## src/rtl/craft_decrypt_core_if.sv

```systemverilog
// Stream interface of the CRAFT decryptor: job input (ct/key/tweak) and plaintext output.
// The master side is the job source/result sink; the slave side is the core.
interface craft_decrypt_core_if;
    logic         in_valid;
    logic         in_ready;
    logic [63:0]  ct;
    logic [127:0] key;
    logic [63:0]  tweak;
    logic         out_valid;
    logic         out_ready;
    logic [63:0]  pt;
    logic         busy;

    modport master (
        output in_valid, ct, key, tweak, out_ready,
        input  in_ready, out_valid, pt, busy
    );

    modport slave (
        input  in_valid, ct, key, tweak, out_ready,
        output in_ready, out_valid, pt, busy
    );
endinterface

```

## src/rtl/craft_decrypt_core.sv

```systemverilog
// Iterative CRAFT decryptor: one inverse round per clock, rounds walked from NUM_ROUNDS-1 down to 0.
// Tweakeys and round constants are derived on the fly from the registered key, tweak and counter.
module craft_decrypt_core #(
    parameter int unsigned NUM_ROUNDS = 32
) (
    input logic                 clk,
    input logic                 rst,
    craft_decrypt_core_if.slave bus
);

    localparam logic [4:0]  LastRound = 5'(NUM_ROUNDS - 1);
    // Nibble j of each table holds the entry for index j (nibble 0 in the top bits).
    localparam logic [63:0] PermP     = 64'hFCDEA98B65471230;
    localparam logic [63:0] PermQ     = 64'hCAF5E892B374601D;
    localparam logic [63:0] SBox      = 64'hCAD3EBF789150246;

    typedef enum logic [1:0] {StIdle, StRun, StDone} state_e;

    state_e      state_q, state_d;
    logic [4:0]  cnt_q, cnt_d;
    logic [63:0] x_q, x_d;
    logic [63:0] pt_q, pt_d;
    logic [63:0] k0_q, k1_q, t_q;
    logic        load;
    logic [63:0] tq, tk, rc_word, pre_mc, round_out;
    logic [7:0]  rc;

    function automatic logic [63:0] permute(input logic [63:0] x, input logic [63:0] tbl);
        logic [63:0] y;
        y = '0;
        for (int j = 0; j < 16; j++) begin
            y[63-4*j -: 4] = x[63-4*int'(tbl[63-4*j -: 4]) -: 4];
        end
        return y;
    endfunction

    function automatic logic [63:0] sub_cells(input logic [63:0] x);
        logic [63:0] y;
        y = '0;
        for (int j = 0; j < 16; j++) begin
            y[63-4*j -: 4] = SBox[63-4*int'(x[63-4*j -: 4]) -: 4];
        end
        return y;
    endfunction

    function automatic logic [63:0] mix_columns(input logic [63:0] x);
        logic [63:0] y;
        y = x;
        for (int c = 0; c < 4; c++) begin
            y[63-4*c -: 4]     = x[63-4*c -: 4] ^ x[63-4*(c+8) -: 4] ^ x[63-4*(c+12) -: 4];
            y[63-4*(c+4) -: 4] = x[63-4*(c+4) -: 4] ^ x[63-4*(c+12) -: 4];
        end
        return y;
    endfunction

    // Round constants: 4-bit LFSR in the high nibble, 3-bit LFSR in the low nibble.
    function automatic logic [7:0] rc_lut(input logic [4:0] idx);
        logic [7:0] r;
        unique case (idx)
            5'd0:  r = 8'h11;  5'd1:  r = 8'h84;  5'd2:  r = 8'h42;  5'd3:  r = 8'h25;
            5'd4:  r = 8'h96;  5'd5:  r = 8'hC7;  5'd6:  r = 8'h63;  5'd7:  r = 8'hB1;
            5'd8:  r = 8'h54;  5'd9:  r = 8'hA2;  5'd10: r = 8'hD5;  5'd11: r = 8'hE6;
            5'd12: r = 8'hF7;  5'd13: r = 8'h73;  5'd14: r = 8'h31;  5'd15: r = 8'h14;
            5'd16: r = 8'h82;  5'd17: r = 8'h45;  5'd18: r = 8'h26;  5'd19: r = 8'h97;
            5'd20: r = 8'hC3;  5'd21: r = 8'h61;  5'd22: r = 8'hB4;  5'd23: r = 8'h52;
            5'd24: r = 8'hA5;  5'd25: r = 8'hD6;  5'd26: r = 8'hE7;  5'd27: r = 8'hF3;
            5'd28: r = 8'h71;  5'd29: r = 8'h34;  5'd30: r = 8'h12;  5'd31: r = 8'h85;
            default: r = 8'h00;
        endcase
        return r;
    endfunction

    always_comb begin
        tq = permute(t_q, PermQ);
        tk = '0;
        unique case (cnt_q[1:0])
            2'd0: tk = k0_q ^ t_q;
            2'd1: tk = k1_q ^ t_q;
            2'd2: tk = k0_q ^ tq;
            2'd3: tk = k1_q ^ tq;
            default: tk = '0;
        endcase
        rc      = rc_lut(cnt_q);
        rc_word = {16'h0000, rc, 40'h0};
        // The final encryption round has no S/P layer, so its inverse skips them too.
        pre_mc    = (cnt_q == LastRound) ? x_q : permute(sub_cells(x_q), PermP);
        round_out = mix_columns(pre_mc ^ tk ^ rc_word);
    end

    always_comb begin
        state_d = state_q;
        cnt_d   = cnt_q;
        x_d     = x_q;
        pt_d    = pt_q;
        load    = 1'b0;
        unique case (state_q)
            StIdle: begin
                if (bus.in_valid) begin
                    load    = 1'b1;
                    x_d     = bus.ct;
                    cnt_d   = LastRound;
                    state_d = StRun;
                end
            end
            StRun: begin
                x_d = round_out;
                if (cnt_q == 5'd0) begin
                    pt_d    = round_out;
                    cnt_d   = LastRound;
                    state_d = StDone;
                end else begin
                    cnt_d = cnt_q - 5'd1;
                end
            end
            StDone: begin
                if (bus.out_ready) state_d = StIdle;
            end
            default: state_d = StIdle;
        endcase
    end

    always_ff @(posedge clk) begin
        if (rst) begin
            state_q <= StIdle;
            cnt_q   <= LastRound;
            x_q     <= '0;
            pt_q    <= '0;
        end else begin
            state_q <= state_d;
            cnt_q   <= cnt_d;
            x_q     <= x_d;
            pt_q    <= pt_d;
        end
    end

    always_ff @(posedge clk) begin
        if (load) begin
            k0_q <= bus.key[127:64];
            k1_q <= bus.key[63:0];
            t_q  <= bus.tweak;
        end
    end

    assign bus.in_ready  = (state_q == StIdle);
    assign bus.out_valid = (state_q == StDone);
    assign bus.busy      = (state_q != StIdle);
    assign bus.pt        = pt_q;

endmodule

```

## src/flat_wrapper.sv

```systemverilog
// flat-port wrapper written by rule: the top's interface ports become plain ports
module craft_decrypt_core_flat 
#(
    parameter int unsigned NUM_ROUNDS = 32
)
  (clk, rst, bus_in_valid, bus_ct, bus_key, bus_tweak, bus_out_ready, bus_in_ready, bus_out_valid, bus_pt, bus_busy);
  craft_decrypt_core_if bus_i ();
  input logic clk;
  input logic rst;
  input wire logic [$bits(bus_i.in_valid)-1:0] bus_in_valid;
  input wire logic [$bits(bus_i.ct)-1:0] bus_ct;
  input wire logic [$bits(bus_i.key)-1:0] bus_key;
  input wire logic [$bits(bus_i.tweak)-1:0] bus_tweak;
  input wire logic [$bits(bus_i.out_ready)-1:0] bus_out_ready;
  output wire logic [$bits(bus_i.in_ready)-1:0] bus_in_ready;
  output wire logic [$bits(bus_i.out_valid)-1:0] bus_out_valid;
  output wire logic [$bits(bus_i.pt)-1:0] bus_pt;
  output wire logic [$bits(bus_i.busy)-1:0] bus_busy;
  assign bus_i.in_valid = bus_in_valid;
  assign bus_i.ct = bus_ct;
  assign bus_i.key = bus_key;
  assign bus_i.tweak = bus_tweak;
  assign bus_i.out_ready = bus_out_ready;
  assign bus_in_ready = bus_i.in_ready;
  assign bus_out_valid = bus_i.out_valid;
  assign bus_pt = bus_i.pt;
  assign bus_busy = bus_i.busy;
  craft_decrypt_core #(.NUM_ROUNDS(NUM_ROUNDS)) u_core (.clk(clk), .rst(rst), .bus(bus_i));
endmodule
```

## config.mk

```make
export PLATFORM = sky130hd
export DESIGN_NAME = craft_decrypt_core_flat
export DESIGN_NICKNAME = d
export VERILOG_FILES = /design/src/rtl/craft_decrypt_core_if.sv /design/src/rtl/craft_decrypt_core.sv /design/src/flat_wrapper.sv
export SDC_FILE = /design/constraint.sdc
export NUM_CORES = 1
export LEC_CHECK = 0
export CELL_PAD_IN_SITES_DETAIL_PLACEMENT = 1
export CELL_PAD_IN_SITES_GLOBAL_PLACEMENT = 2
export CORE_MARGIN = 1
export CORE_UTILIZATION = 40
export DETAILED_ROUTE_END_ITERATION = 10
export DONT_BUFFER_PORTS = 1
export PLACE_DENSITY_LB_ADDON = 0.1
export SLEW_MARGIN = 20
export SYNTH_ARGS = -nofsm -noshare
export SYNTH_HDL_FRONTEND = slang
export SYNTH_SLANG_ARGS = --single-unit
```

## constraint.sdc

```tcl
create_clock -name clk -period 23.9 [get_ports clk]
set_input_delay 4.78 -clock clk [delete_from_list [all_inputs] [get_ports clk]]
set_output_delay 4.78 -clock clk [all_outputs]
set_load 0.1 [all_outputs]
```

### Word level (Yosys, flattened, before mapping)

Memory sizes are Yosys's and may differ from the RTL's. A register that Yosys moved wholly into a read port is not among the register bits.
Cells that the tools add are included.

* bits in registers: 327
* bits in latches: 0
* bits in writable memories: 0
* ROM bits: 224
* input port bits: 260
* output and inout port bits: 67
* logic and storage cells: 91
* memories kept: 1

Memories
* (no name shown): depth 32, width 7, rd ports 1, clocked after memory_dff 1, wr ports 0, line craft_decrypt_core.sv:59 `unique case (idx)`

* add/subtract/negate cells: 17
* multiply operators: 0
* div/mod/pow operators: 0
* order comparisons: 0
* equality and inequality tests: 9
* shift-type cells: 16
* multiplexer cells: 15
* bitwise operators: 18
* reduce and logical (&&, ||, !) cells: 8

Operator list (number)
* 67-bit by 32-bit variable part select with 4-bit output (first input constant): 16
* 64-bit bitwise XOR: 5
* 64-bit one-hot mux with 4 select lines: 1
* 64-bit 2-to-1 mux: 2
* 64-bit one-hot mux with 2 select lines: 1
* 6-bit by 6-bit subtractor with 7-bit output (first input constant): 16
* 64-bit by 48-bit bitwise XOR with 64-bit output: 1
* 4-bit bitwise XOR: 12
* 5-bit 2-to-1 mux: 4
* 5-bit one-hot mux with 2 select lines: 1
* 2-bit == test (second input constant): 3
* 2-bit 2-to-1 mux: 3
* 2-bit one-hot mux with 3 select lines: 1
* 5-bit == test (second input constant): 1
* 5-bit zero test: 1
* 5-bit by 1-bit subtractor with 5-bit output (second input constant): 1
* 2-bit by 1-bit == test with 1-bit output (second input constant): 2
* 2-bit zero test: 2
* 2-bit != test (second input constant): 2
* 2-bit AND reduction: 2
* 2-bit nonzero test: 2
* 3-bit AND reduction: 1
* 1-bit 2-to-1 mux: 2
* 2-bit by 1-bit != test with 1-bit output (second input constant): 1

### Depth between registers and ports, before layout

Gate-level depths: netlist of the first run.

* word-level depth: 8
* depth in mapped cells: 13
* mapped depth without buffers: 11

### Worst setup path before layout of the first run

Ideal clock, no wire load.

* path type: input to register
* start: in bus_in_valid
* end: reg u_core.rc[7] (netlist name)
* library setup time: 0.121 ns
* arrival time: 22.060 ns
* data required time: 23.779 ns
* slack: 1.720 ns
* cell stages on the path: 7
* buffers on the path: 0
* cell sequence: nor3b_1 -> nor2_1 -> o221ai_1 -> inv_1 -> ha_1 -> mux4_2 -> mux2_2

* longest elaborated chain between the ends: 4

RTL lines
* start, declared: line flat_wrapper.sv:10 `input wire logic [$bits(bus_i.in_valid)-1:0] bus_in_valid;`
* 2-bit != test (no line)
* 2-bit AND reduction (no line)
* 5-bit 2-to-1 mux (no line) (2 in series)

Every way passes these cells.
A chain may end at the register's enable or synchronous reset.

### Worst setup path in the final report of the first run

* start: reg u_core.state_q[1]
* end: out bus_busy

* longest elaborated chain between the ends: 1

RTL lines
* start, declared: line craft_decrypt_core.sv:19 `state_e state_q, state_d;`
* start signal, assigned: line craft_decrypt_core.sv:124 `state_q <= StIdle;`
* start signal, assigned: line craft_decrypt_core.sv:129 `state_q <= state_d;`
* 2-bit nonzero test: line craft_decrypt_core.sv:146 `assign bus.busy = (state_q != StIdle);`
* end, declared: line flat_wrapper.sv:18 `output wire logic [$bits(bus_i.busy)-1:0] bus_busy;`

Every way passes these cells.

==> key figures, run 1 <==
Clock network
  • Post-CTS resize count: 0
  • Worst-path clk slew: ~0.06 ns
  • Clk root buf: clkbuf_16
  • Clk sinks: roughly 330
  • Clock Path Buffers: 3
  • Skew-Pair Late Insertion Delay: approximately 0.58 ns
  • Postcts setup bufs: 0
  • Depth of the CTS H-tree: 2
  • Hold_buf cts: 0
  • CTS Buf Count: 40
  • CTS tree: built

Final layout
  • Commonest non-fill, non-tap cell in the layout: edfxtp_1
  • Most frequent cells in the layout: edfxtp_1, xnor2_1, dfxtp_1
  • Share of cells above drive strength 1: under 10%
  • Register area: between 0.008 and 0.009 mm²
  • Fin util: 45.4%
  • # nets final: roughly 1900
  • Area growth from synthesis to layout: 10.9%
  • Multi-input gate area: 0.00810 mm²
  • Final-layout fill cell count: about 4600
  • Post-Layout Cell Count: 2205

Route
  • Drc violations: 0
  • Routed WL: around 60000 µm
  • Antenna Violating Nets Remaining: 0
  • First drt pass iteration count: 8
  • 1st-iter DRT viols: approximately 980
  • Post-DR vias/cell: between 5 and 6
  • DR WL/cell: between 20 and 30 µm
  • Routed vias: between 10000 and 15000

Global route
  • Total GRT Usage: between 20% and 30%
  • Antenna violations before repair: 26
  • Met1 Use GR: 34.9%
  • GR Util met2: between 40% and 50%
  • First-pass GRT wire length: between 80000 and 90000 µm
  • Most crowded layer after global routing: met2
  • Met3 Usage GRT: between 8 and 9%
  • Total gr overflow: 0
  • Vias in the first global route: 12851
  • Largest net degree at the start of global routing: around 150

Setup path
  • Reg-to-Reg End: u_core.x_q[41]
  • Required time of the critical path: ~19 ns
  • R2r worst-path depth: 9
  • CP endpoint kind: primary output
  • Crit path buf inv count: 1
  • Reg2reg setup slack: roughly 19 ns
  • Arrival time at the worst endpoint: 2.56 ns
  • Crit path launch: u_core.state_q[1]
  • CP max stage delay: 0.87 ns
  • Max FO, Critical Path: 7
  • CP cell instances: nor2_2 -> inv_1
  • Startpoint types: register
  • Crit path to: bus_busy
  • Worst path depth: 2
  • Slowest-stage cell, CP: nor2_2
  • CP delay by family, top: simple AND/OR/NAND/NOR gates
  • Critical path type: reg -> out
  • R2r startpoint: u_core.cnt_q[1]

Pwr
  • Maximum vdd drop: 0.0000736 V
  • Leakage power total: ~0.0064 µW
  • PwrDens: roughly 95 mW/mm²

STA
  • Final setup vio count: 0
  • Worst hold slack: roughly 0.46 ns
  • Total negative slack: 0 ns
  • Achievable Freq: between 100 and 150 MHz
  • Fin. max-slew vios: 0
  • Setup repair after global routing missed its margin: no
  • Worst Max-Slew Pin Slew: about 1.2 ns
  • Final min period: 7.34 ns
  • Clk_skew: about 0.019 ns
  • Slew HR: 20.9%
  • Final period util: between 30 and 40%
  • Final hold violations: 0

Synthesis
  • Netlist Area Pre-Place: ~0.017 mm²
  • Register area share after synthesis: between 40% and 50%
  • Synth Net Count: roughly 1900
  • Library cells used by synthesis: 52
  • Synth async-reset ratio: 0%
  • Post-synth EDFFs: around 190
  • Post-Synthesis Cells: 1637
  • Main synth FF type: edfxtp_1
  • Ys Warns: 0
  • Mean area per synthesized cell: around 11 µm²
  • Synth Register Bits: roughly 330

Floorplanning
  • Die width: between 200 and 250 µm
  • Std-Cell Rows: 75
  • Full die area: approximately 0.044 mm²
  • Die span in y: 210 µm
  • Initial Util: between 40% and 50%
  • IO Pins: between 300 and 400
  • Core ar.: 0.0423 mm²

Min path
  • Worst hold path type: reg -> reg
  • Hold Startpoint: u_core.x_q[5]

Flow run
  • Max-cap viol count: 0

Placed design
  • Hpwl dp: around 43000 µm
  • Placed Cells: ~2100
  • I/O Buffers: 0
  • Routability cong.: between 0.8 and 0.9

Status
  • Status: finished, final reports clean
-- per-stage QoR --
step	total power (µW)	area (µm²)	worst slack, ns
6_report	1820	19200	16.56
5_1_grt	1880	19200	16.49
4_1_cts	1830	19200	16.53
2_1_floorplan	1010	17300	1.72
3_3_place_gp	1170	17700	16.25
3_5_place_dp	1170	17700	16.16
-- registers in the layout, summed over array words and instances, names as in the netlist --
name / flops
u_core.t_q: 64
u_core.rc: 7
u_core.bus.pt: 64
u_core.k0_q: 64
u_core.x_q: 64
u_core.cnt_q: 5
u_core.state_q: 2
u_core.k1_q: 64
-- synthesized netlist by cell type (2+ instances only) --
| cell type | number | share of area (%) |
|---|---|---|
| or2_2 | 7 | 0.25 |
| clkbuf_1 | 82 | 1.8 |
| buf_1 | 12 | 0.26 |
| buf_12 | 2 | 0.23 |
| nand2b_1 | 12 | 0.43 |
| o221ai_1 | 34 | 1.7 |
| xnor3_1 | 5 | 0.65 |
| nor3_1 | 18 | 0.52 |
| maj3_1 | 9 | 0.52 |
| nor2b_1 | 3 | 0.11 |
| edfxtp_1 | 192 | 33 |
| ha_1 | 12 | 0.87 |
| and3_1 | 2 | 0.072 |
| mux2i_1 | 98 | 5.7 |
| o41ai_1 | 9 | 0.46 |
| buf_2 | 17 | 0.49 |
| nand2_1 | 140 | 3.0 |
| nand4_1 | 2 | 0.072 |
| a21oi_1 | 132 | 3.8 |
| a211oi_1 | 41 | 1.8 |
| a222oi_1 | 45 | 2.6 |
| nor3b_1 | 2 | 0.087 |
| mux4_2 | 2 | 0.26 |
| inv_1 | 35 | 0.76 |
| a31oi_1 | 8 | 0.29 |
| or3_1 | 8 | 0.29 |
| a221oi_1 | 18 | 0.91 |
| buf_6 | 3 | 0.20 |
| buf_4 | 2 | 0.087 |
| o21ai_0 | 70 | 2.0 |
| o211ai_1 | 15 | 0.65 |
| o22ai_1 | 17 | 0.61 |
| xor2_1 | 94 | 4.8 |
| a21o_1 | 3 | 0.13 |
| xnor2_1 | 184 | 9.3 |
| a22oi_1 | 5 | 0.22 |
| and2_1 | 2 | 0.072 |
| nand3_1 | 2 | 0.058 |
| nand3b_1 | 12 | 0.52 |
| o41ai_2 | 3 | 0.28 |
| nor2_1 | 119 | 2.6 |
| dfxtp_1 | 142 | 16 |
| o32ai_1 | 8 | 0.40 |
-- worst min path at each step --
stage                endpoint  slack [ns]  cells past startpoint
3_3_place_gp    u_core.x_q[1]        0.45                      2
2_1_floorplan  u_core.x_q[13]        0.44                      2
6_report        u_core.x_q[5]        0.46                      2
5_1_grt         u_core.x_q[5]        0.48                      2
3_5_place_dp    u_core.x_q[5]        0.46                      2
4_1_cts         u_core.x_q[5]        0.46                      2
-- power by group --
part           internal, µW  switching, µW
clock                   394            262
combinational           174            294
sequential              650           46.6
total                  1220            602
-- final cells by class --
class | count | share of cell area [%]
repair buffers | 25 | 0.977
clock buffers | 54 | 5.95
clock inverters | 20 | 1.50
flip-flops and latches | 334 | 44.8
multi-input cells | 1148 | 42.2
well taps | 577 | 3.76
inverters | 36 | 0.703
diodes | 11 | 0.143
-- metal layers --
| layer | up-vias | share of wire (%) |
|---|---|---|
| li1 | 5881 | - |
| met1 | 6371 | 43 |
| met2 | 407 | 46 |
| met3 | 104 | 8.2 |
| met4 | 32 | 2.6 |
| met5 | - | 0.36 |
-- cell families (layout without fill, tap and decap cells) --
family	after synthesis	count (layout)	synth area share [%]
and+or+nand+nor	331	331	8.20
other	0	11	0
buffers and inverters	155	135	3.91
AOI/OAI and AO/OA	412	412	16.1
adders and majority gates	21	21	1.39
muxes	101	101	5.99
xor gates and xnor gates	283	283	14.7
DFF	334	334	49.7
-- worst min-delay path, cell delays in order, from the launching register on --
cell	delay, ns
dfxtp_1	0.32
nand2_1	0.06
a21oi_1	0.05
Note: power is estimated with default switching activity, not from simulation.
==> inputs of run 2 (changes only) <==
--- a/config.mk
+++ b/config.mk
@@ -8,7 +8,7 @@
 export CELL_PAD_IN_SITES_DETAIL_PLACEMENT = 1
 export CELL_PAD_IN_SITES_GLOBAL_PLACEMENT = 2
 export CORE_MARGIN = 1
-export CORE_UTILIZATION = 40
+export CORE_UTILIZATION = 37
 export DETAILED_ROUTE_END_ITERATION = 10
 export DONT_BUFFER_PORTS = 1
 export PLACE_DENSITY_LB_ADDON = 0.1
==> constraint.sdc (replaced) <==
create_clock -name clk -period 5.9 [get_ports clk]
set_input_delay 1.18 -clock clk [delete_from_list [all_inputs] [get_ports clk]]
set_output_delay 1.18 -clock clk [all_outputs]
set_load 0.1 [all_outputs]
==> key figures, run 2 (same netlist as run 1, synthesis figures left out) <==
Status
  • Status: finished, final reports clean

Clock network
  • CTS tree: built
  • Worst-path clk slew: 0.06 ns
  • Post-CTS resize count: 0
  • CTS Buf Count: 40
  • Clock Path Buffers: 3
  • Depth of the CTS H-tree: 2
  • Hold_buf cts: 0
  • Postcts setup bufs: 0
  • Clk sinks: 334
  • Skew-Pair Late Insertion Delay: around 0.57 ns
  • Clk root buf: clkbuf_16

STA
  • Final setup vio count: 0
  • Clk_skew: 0.0295 ns
  • Final min period: ~4.4 ns
  • Setup repair after global routing missed its margin: no
  • Final period util: between 70% and 80%
  • Final hold violations: 0
  • Worst hold slack: between 0.4 and 0.5 ns
  • Achievable Freq: between 200 and 250 MHz
  • Worst Max-Slew Pin Slew: approximately 1.2 ns
  • Slew HR: between 10% and 20%
  • Fin. max-slew vios: 0

Setup path
  • Critical path type: reg -> reg
  • Crit path buf inv count: 2
  • Reg2reg setup slack: 1.47 ns
  • CP max stage delay: between 0.7 and 0.8 ns
  • CP delay by family, top: XOR/XNOR gates
  • Required time of the critical path: between 6 and 7 ns
  • Startpoint types: register
  • Max FO, Critical Path: 33
  • CP endpoint kind: register
  • Arrival time at the worst endpoint: around 4.8 ns
  • CP dominant cell by count: xor2_1
  • Reg-to-Reg End: u_core.x_q[41]
  • R2r startpoint: u_core.cnt_q[0]
  • Slowest-stage cell, CP: a222oi_1
  • R2r worst-path depth: 10
  • CP cell instances: inv_1 -> ha_4 -> buf_4 -> mux2i_1 -> xor2_1 -> a222oi_1 -> xor2_1 -> xnor3_1 -> nor2_1 -> a2111oi_0

Floorplanning
  • IO Pins: between 300 and 400
  • Full die area: between 0.04 and 0.05 mm²
  • Core ar.: about 0.046 mm²
  • Initial Util: between 30% and 40%
  • Die width: between 200 and 250 µm
  • Std-Cell Rows: slightly below 80
  • Die span in y: between 200 and 250 µm

Pwr
  • Combinational fraction of design power: ~25%
  • Clock power frac: between 30% and 40%
  • Net switching power: 2390 µW
  • Sw Ratio: roughly 32%
  • Overall Power: around 7400 µW
  • PwrDens: roughly 380 mW/mm²
  • Sequential share of power: around two fifths
  • Pint: about 5000 µW
  • Maximum vdd drop: 0.000395 V
  • Leakage power total: 0.00638 µW

Placed design
  • Hpwl dp: 46500 µm
  • I/O Buffers: 0
  • Placed Cells: around 2100
  • Routability cong.: between 0.8 and 0.9
  • Post-DP Area: approximately 0.018 mm²

Route
  • Routed vias: about 13000
  • Antenna Violating Nets Remaining: 0
  • First drt pass iteration count: 9
  • DR WL/cell: 28.4 µm
  • 1st-iter DRT viols: 1051
  • Routed WL: ~63000 µm
  • Drc violations: 0
  • Post-DR vias/cell: 5.72

Global route
  • Total GRT Usage: 26.1%
  • Antenna violations before repair: 25
  • Vias in the first global route: approximately 13000
  • Largest net degree at the start of global routing: 193
  • First-pass GRT wire length: a little under 90000 µm
  • Total gr overflow: 0

Final layout
  • Fin util: a little over two fifths
  • Post-Layout Cell Count: 2225
  • Cell area after layout: approximately 0.019 mm²
  • # nets final: 1855
  • Share of cells above drive strength 1: 7.50%
  • Most frequent cells in the layout: edfxtp_1, xnor2_1, dfxtp_1
  • Area growth from synthesis to layout: 11.2%
  • Commonest non-fill, non-tap cell in the layout: edfxtp_1

Flow run
  • Max-cap viol count: 0

Min path
  • Hold Startpoint: u_core.x_q[9]
  • Worst hold path type: reg -> reg
  • Hold Path Stages: 2
  • Hold EP: u_core.x_q[9]
-- run 2: changes by cell type in the layout (fill, tap and decap cells not counted), moves of 4 or more --
cell	before	now
clkbuf_8	9	2
clkinv_2	3	7
clkinv_1	6	2
bufinv_16	5	9
-- run 2: metal layers --
| layer | GRT usage (%) | vias up | routed length (µm) |
|---|---|---|---|
| met1 | 35.0 | 6382 | 28400 |
| li1 | - | 5884 | - |
| met4 | 7.09 | 28 | 1190 |
| met2 | 41.6 | 349 | 29500 |
| met3 | 6.46 | 88 | 3970 |
| met5 | 0 | - | 190 |
-- run 2: worst max-delay path by stage --
stage               startpoint             end  slack, ns  depth (start not counted)
2_1_floorplan     bus_in_valid    u_core.rc[7]      -2.29                          7
3_3_place_gp   u_core.cnt_q[0]  u_core.x_q[41]       1.78                         10
3_5_place_dp   u_core.cnt_q[0]  u_core.x_q[41]       1.55                         10
4_1_cts        u_core.cnt_q[0]  u_core.x_q[41]       1.52                         10
5_1_grt        u_core.cnt_q[0]  u_core.x_q[41]       1.38                         10
6_report       u_core.cnt_q[0]  u_core.x_q[41]       1.47                         10
-- run 2: through the flow --
stage	setup WS [ns]	TNS (ns)
3_3_place_gp	1.78	0
4_1_cts	1.52	0
2_1_floorplan	-2.29	-139.10
6_report	1.47	0
3_5_place_dp	1.55	0
5_1_grt	1.38	0
-- run 2: power groups by stage --
stage | Clock, µW | Combinational, µW | Sequential [µW]
2_1_floorplan | 0 | 1290 | 2790
3_3_place_gp | 0 | 1800 | 2880
3_5_place_dp | 0 | 1820 | 2880
4_1_cts | 2770 | 1830 | 2840
5_1_grt | 2840 | 1950 | 2860
6_report | 2710 | 1840 | 2840
-- run 2: layout make-up --
cell class                 count  area (µm²)
fill                        4957       26500
sequential                   334        8610
multi-input combinational   1148        8120
clock buffer                  47        1050
tap                          600         751
clock inverter                25         380
timing repair buffer          23         185
inverter                      36         138
antenna                       12        30.0
-- run 2: worst reg2reg max path, stage by stage, from the launching register on --
cell and delay [ns]:
dfxtp_1 0.38, inv_1 0.15, ha_4 0.60, buf_4 0.42, mux2i_1 0.27, xor2_1 0.10, a222oi_1 0.71, xor2_1 0.66
xnor3_1 0.48, nor2_1 0.06, a2111oi_0 0.45
==> edit 1: new RTL, flow settings as in run 1 <==
`NUM_ROUNDS` is set to 32 in 2 places; all go to 24.
--- a/src/rtl/craft_decrypt_core.sv
+++ b/src/rtl/craft_decrypt_core.sv
@@ -2,5 +2,5 @@
 // Tweakeys and round constants are derived on the fly from the registered key, tweak and counter.
 module craft_decrypt_core #(
-    parameter int unsigned NUM_ROUNDS = 32
+    parameter int unsigned NUM_ROUNDS = 24
 ) (
     input logic                 clk,
--- a/src/flat_wrapper.sv
+++ b/src/flat_wrapper.sv
@@ -2,5 +2,5 @@
 module craft_decrypt_core_flat 
 #(
-    parameter int unsigned NUM_ROUNDS = 32
+    parameter int unsigned NUM_ROUNDS = 24
 )
   (clk, rst, bus_in_valid, bus_ct, bus_key, bus_tweak, bus_out_ready, bus_in_ready, bus_out_valid, bus_pt, bus_busy);
Formal check against the unedited RTL: same outputs for any inputs over 4 cycles, from zero or initial values and one cycle with rst high; that may be too few to reach the edited logic, so the function may still have changed.
==> edit 1 against run 1 <==
Maximum frequency is 3.9% higher; area after synthesis rose by 0.44%; setup slack improved by 0.27 ns; sequential cell count is the same; routed wire length shrank 0.94%; critical path type is now in2reg; sequential share of layout area grew 0.073 points; count of clock-buffer cells in the layout grew 3; via count grew 0.20%; clock skew grew 0.0020 ns; total power shrank 2.6%; final area decreased by 0.16%.
==> edit 1: results <==
set metrics [dict create \
    final_net_count 1870 \
    hold_path_end "u_core.x_q[29]$_SDFFE_PP0N_" \
    final.fill_count 4687 \
    first_global_vias 12900 \
    synth_common_cells "edfxtp_1, xnor2_1, a21oi_1, dfxtp_1, nand2_1" \
    fraction_of_final_layout_cells_sized_beyond_drive_strength_1_pct 6.69 \
    detail_route.wirelength_um 58900 \
    min_path_type "reg2reg" \
    cpPeakStageDelay_ns 0.71 \
    power.leakage_nw 6.47 \
    worst_hold_startpoint "u_core.x_q[29]$_SDFFE_PP0N_" \
    yosysSeqAreaShare_pct 49.5 \
    grtUsageMet2_pct 41.9 \
    globalplace.congestion 0.862 \
    drt_iter0_drc 1032 \
    cts.clk_slew.worst_paths_ns 0.06 \
    ff2ff_setup_slack_ns 19.49 \
    worst_ir_drop_vdd_mv 0.0678 \
    detail_route.vias_per_cell 5.76 \
    source_to_sink_clock_delay_at_the_later_pin_of_the_worst_skew_pair_ns 0.57 \
    met3_usage_pct 7.40 \
    result_of_the_run "completed" \
    worst_flop_to_flop_path_endpoint "u_core.x_q[43]$_SDFFE_PP0N_" \
    place.detailed.hpwl_um 43000 \
    groute.layer.met1.usage_pct 35.4 \
    tritoncts.num_buffers 40 \
    reg2reg_depth 10 \
    ctsRootBufferMaster "clkbuf_16" \
    timing.final.setup_violations 0 \
    grt.total_usage_pct 26.5 \
    grt_antenna_before_repair 29 \
    port-buffer-count 0 \
    cts.path.max_buffers 3 \
    placed_area_um2 17800 \
    worstMarginPinSlew_ns 1.17 \
    skew_ns 0.0206 \
    worst_hold_path.num_cells 2 \
    ys_top_cells_by_area "edfxtp_1, dfxtp_1, xnor2_1" \
    critPathSlowestCell "buf_4" \
    critical_path.top_delay_family "buffers and inverters" \
    pin_count_of_the_biggest_net_entering_global_routing 136 \
    pre_cts_ws_ns 16.24 \
    detail_route.first_pass.iterations 5 \
    grt_pass1_wl_um 85800 \
    arrival_ns 7.49 \
    reg2reg_from "u_core.cnt_q[0]$_SDFFE_PP1N_" \
    crit_fanout 83 \
    yosys.cell_types.count 54 \
]
[edit 1: worst reg2reg max path: cells and delay by family (launching register included)]
kind | cells | cell delay (ns)
xor+xnor | 3 | 1.03
fa+ha+maj | 1 | 0.69
compound gates | 3 | 1.18
flops | 1 | 0.36
mux | 1 | 0.31
buf+inv | 2 | 0.73
[edit 1: kinds of logic (layout without fill, tap and decap cells)]
family | Yosys count | count (layout) | synth area share, %
other cells | 0 | 13 | 0
simple gates | 319 | 319 | 7.75
xor+xnor | 303 | 303 | 15.8
fa+ha+maj | 21 | 21 | 1.38
compound gates | 433 | 433 | 16.4
mux | 88 | 88 | 5.07
buf+inv | 161 | 131 | 4.10
flops | 334 | 334 | 49.5
[edit 1: final cells by class]
cell class,count,area share [%]
flip-flops and latches,334,44.9
multi-input cells,1164,42.4
diodes,13,0.170
well taps,585,3.82
repair buffers,22,0.835
inverters,36,0.704
clock inverters,16,1.14
clock buffers,57,6.03
[edit 1: per-layer routing]
| layer | vias to the layer above | share of wire (%) |
|---|---|---|
| met5 | - | 0.36 |
| met4 | 32 | 2.3 |
| met3 | 100 | 7.6 |
| met2 | 427 | 46 |
| met1 | 6358 | 44 |
| li1 | 5904 | - |
[edit 1: power breakdown]
group	total (W)	leakage, nW	switching, W	internal [W]
logic	0.000437	2.80	0.000274	0.000163
clock network	0.000640	0.678	0.000249	0.000392
registers	0.000696	2.99	0.0000467	0.000649
total	0.00177	6.47	0.000569	0.00120
[edit 1: how the worst max path moves through the flow]
stage | startpoint | to | slack, ns | cells past startpoint
2_1_floorplan | bus_in_valid | u_core.k0_q[0]$_DFFE_PP_ | 14.19 | 1
3_3_place_gp | bus_in_valid | u_core.rc[4]$_DFF_P_ | 16.29 | 8
3_5_place_dp | bus_in_valid | u_core.rc[4]$_DFF_P_ | 16.24 | 8
4_1_cts | bus_in_valid | u_core.rc[4]$_DFF_P_ | 16.83 | 8
5_1_grt | bus_in_valid | u_core.rc[4]$_DFF_P_ | 16.53 | 8
6_report | bus_in_valid | u_core.rc[4]$_DFF_P_ | 16.83 | 8
[edit 1: metrics by stage]
step	utilization [%]	std cells	hold slack, ns
5_1_grt	44.6	2222	0.499
3_3_place_gp	41.3	2139	0.468
3_5_place_dp	41.4	2141	0.464
4_1_cts	44.6	2214	0.472
6_report	44.6	2227	0.487
2_1_floorplan	-	1659	0.441
==> edit 2: new RTL, config.mk and constraints of run 1 <==
Without the edit above. Encoding of `state_e`: now one-hot (3 bits for 3 states).
--- a/src/rtl/craft_decrypt_core.sv
+++ b/src/rtl/craft_decrypt_core.sv
@@ -15,5 +15,5 @@
     localparam logic [63:0] SBox      = 64'hCAD3EBF789150246;
 
-    typedef enum logic [1:0] {StIdle, StRun, StDone} state_e;
+    typedef enum logic [2:0] {StIdle = 3'b001, StRun = 3'b010, StDone = 3'b100} state_e;
 
     state_e      state_q, state_d;
Formal check against the unedited RTL: same outputs for any inputs over 4 cycles, from zero or initial values and one cycle with rst high; so few cycles prove little.
==> edit 2 against run 1 <==
Area after synthesis rose by 0.94%; setup slack improved by 0.61 ns; final area rose by 0.95%; register-to-register slack improved by 0.59 ns; via count rose by 0.60%; clock skew rose by 0.0066 ns; total power fell by 5.2%; sequential cell count rose by 1; routed wire length barely moved; largest cell class unchanged; largest power group unchanged; highest routed layer unchanged.
==> edit 2: results <==
set metrics [dict create \
    result_of_the_run "completed" \
    min_path_type "reg2reg" \
    synth.mux.area_fraction_pct 5.33 \
    tritoncts.num_buffers 39 \
    synth_compound_area_share_pct 15.8 \
    first_global_vias 12700 \
    detail_route.first_pass.iterations 7 \
    place.detailed.hpwl_um 43800 \
    fraction_of_final_layout_cells_sized_beyond_drive_strength_1_pct 6.66 \
    grt_pass1_wl_um 85100 \
    yosysSeqAreaShare_pct 49.3 \
    depth_of_the_cts_h_tree 2 \
    skew_ns 0.0252 \
    wl_per_cell_um 26.5 \
    drt_iter0_drc 959 \
    reg2reg_from "u_core.cnt_q[0]$_SDFFE_PP1N_" \
    pin_count_of_the_biggest_net_entering_global_routing 195 \
    ys_top_cells_by_area "edfxtp_1, dfxtp_1, xnor2_1" \
    grtUsageMet2_pct 42.1 \
    crit_fanout 9 \
    met3_usage_pct 6.88 \
    arrival_ns 1.96 \
    final_net_count 1893 \
    postSynthNetCount 1952 \
    globalplace.congestion 0.865 \
    worst_ir_drop_vdd_mv 0.0634 \
    detail_route.vias_per_cell 5.73 \
    yosys.cell_types.count 55 \
    worst_hold_startpoint "u_core.x_q[41]$_SDFFE_PP0N_" \
    worstMarginPinSlew_ns 1.33 \
    met2_length_um 27600 \
    cts.clk_slew.worst_paths_ns 0.06 \
    synth_common_cells "edfxtp_1, nor2_1, xnor2_1, dfxtp_1, a21oi_1" \
    cpPeakStageDelay_ns 0.63 \
    avg_inst_size_synth_um2 10.4 \
    power.leakage_nw 6.58 \
    grt.total_usage_pct 26.4 \
    post_synth_fa_ha_maj_area_fraction_pct 1.37 \
    detail_route.wirelength.met1_um 25800 \
    groute.layer.met1.usage_pct 34.5 \
    grt_antenna_before_repair 23 \
    power.net_switching_w 0.000538 \
    critPathSlowestCell "inv_1" \
    source_to_sink_clock_delay_at_the_later_pin_of_the_worst_skew_pair_ns 0.59 \
    stdcell_count 2245 \
]
edit 2: area by class of cell:
cell class                 count  area [um^2]
antenna                        8         20.0
clock buffer                  50         1070
clock inverter                22          315
fill                        4655        23700
inverter                      38          143
timing repair buffer          26          245
sequential                   335         8630
multi-input combinational   1181         8250
tap                          585          732
edit 2: final timing paths:
path / to / slack, ns / cells after the start
min reg2reg: u_core.x_q[41]$_SDFFE_PP0N_ / 0.51 / 2
max: bus_busy / 17.16 / 2
max reg2reg: u_core.x_q[39]$_SDFFE_PP0N_ / 19.49 / 10
min: u_core.x_q[41]$_SDFFE_PP0N_ / 0.51 / 2
edit 2: power by group through the flow:
stage | registers [W] | clock network (W) | logic, W
6_report | 0.000694 | 0.000647 | 0.000384
2_1_floorplan | 0.000694 | 0 | 0.000265
3_5_place_dp | 0.000705 | 0 | 0.000386
4_1_cts | 0.000693 | 0.000661 | 0.000387
5_1_grt | 0.000697 | 0.000680 | 0.000411
3_3_place_gp | 0.000703 | 0 | 0.000382
edit 2: kinds of logic (layout without fill, tap and decap cells):
logic type               count (synthesis)  after routing
buffers and inverters                  164            136
multiplexers                            93             93
other                                    0              8
flip-flops                             335            335
adder cells (fa/ha/maj)                 21             21
AO/OA/AOI/OAI                          426            426
XOR/XNOR                               290            290
AND/OR/NAND/NOR                        351            351
edit 2: critical path, delay by kind of cell (launching register included):
kind	cells	cell delay [ns]
DFF	1	0.61
and+or+nand+nor	1	0.14
buffers and inverters	1	0.63
edit 2: stage by stage:
step | util (%) | worst slack [ns] | cell area (um^2)
after floorplan | - | 5.67 | 17500
after global placement | 41.8 | 16.69 | 18000
after detailed placement | 41.8 | 16.66 | 18000
after CTS | 45.0 | 17.13 | 19400
after global routing | 45.0 | 17.07 | 19400
final | 45.0 | 17.16 | 19400
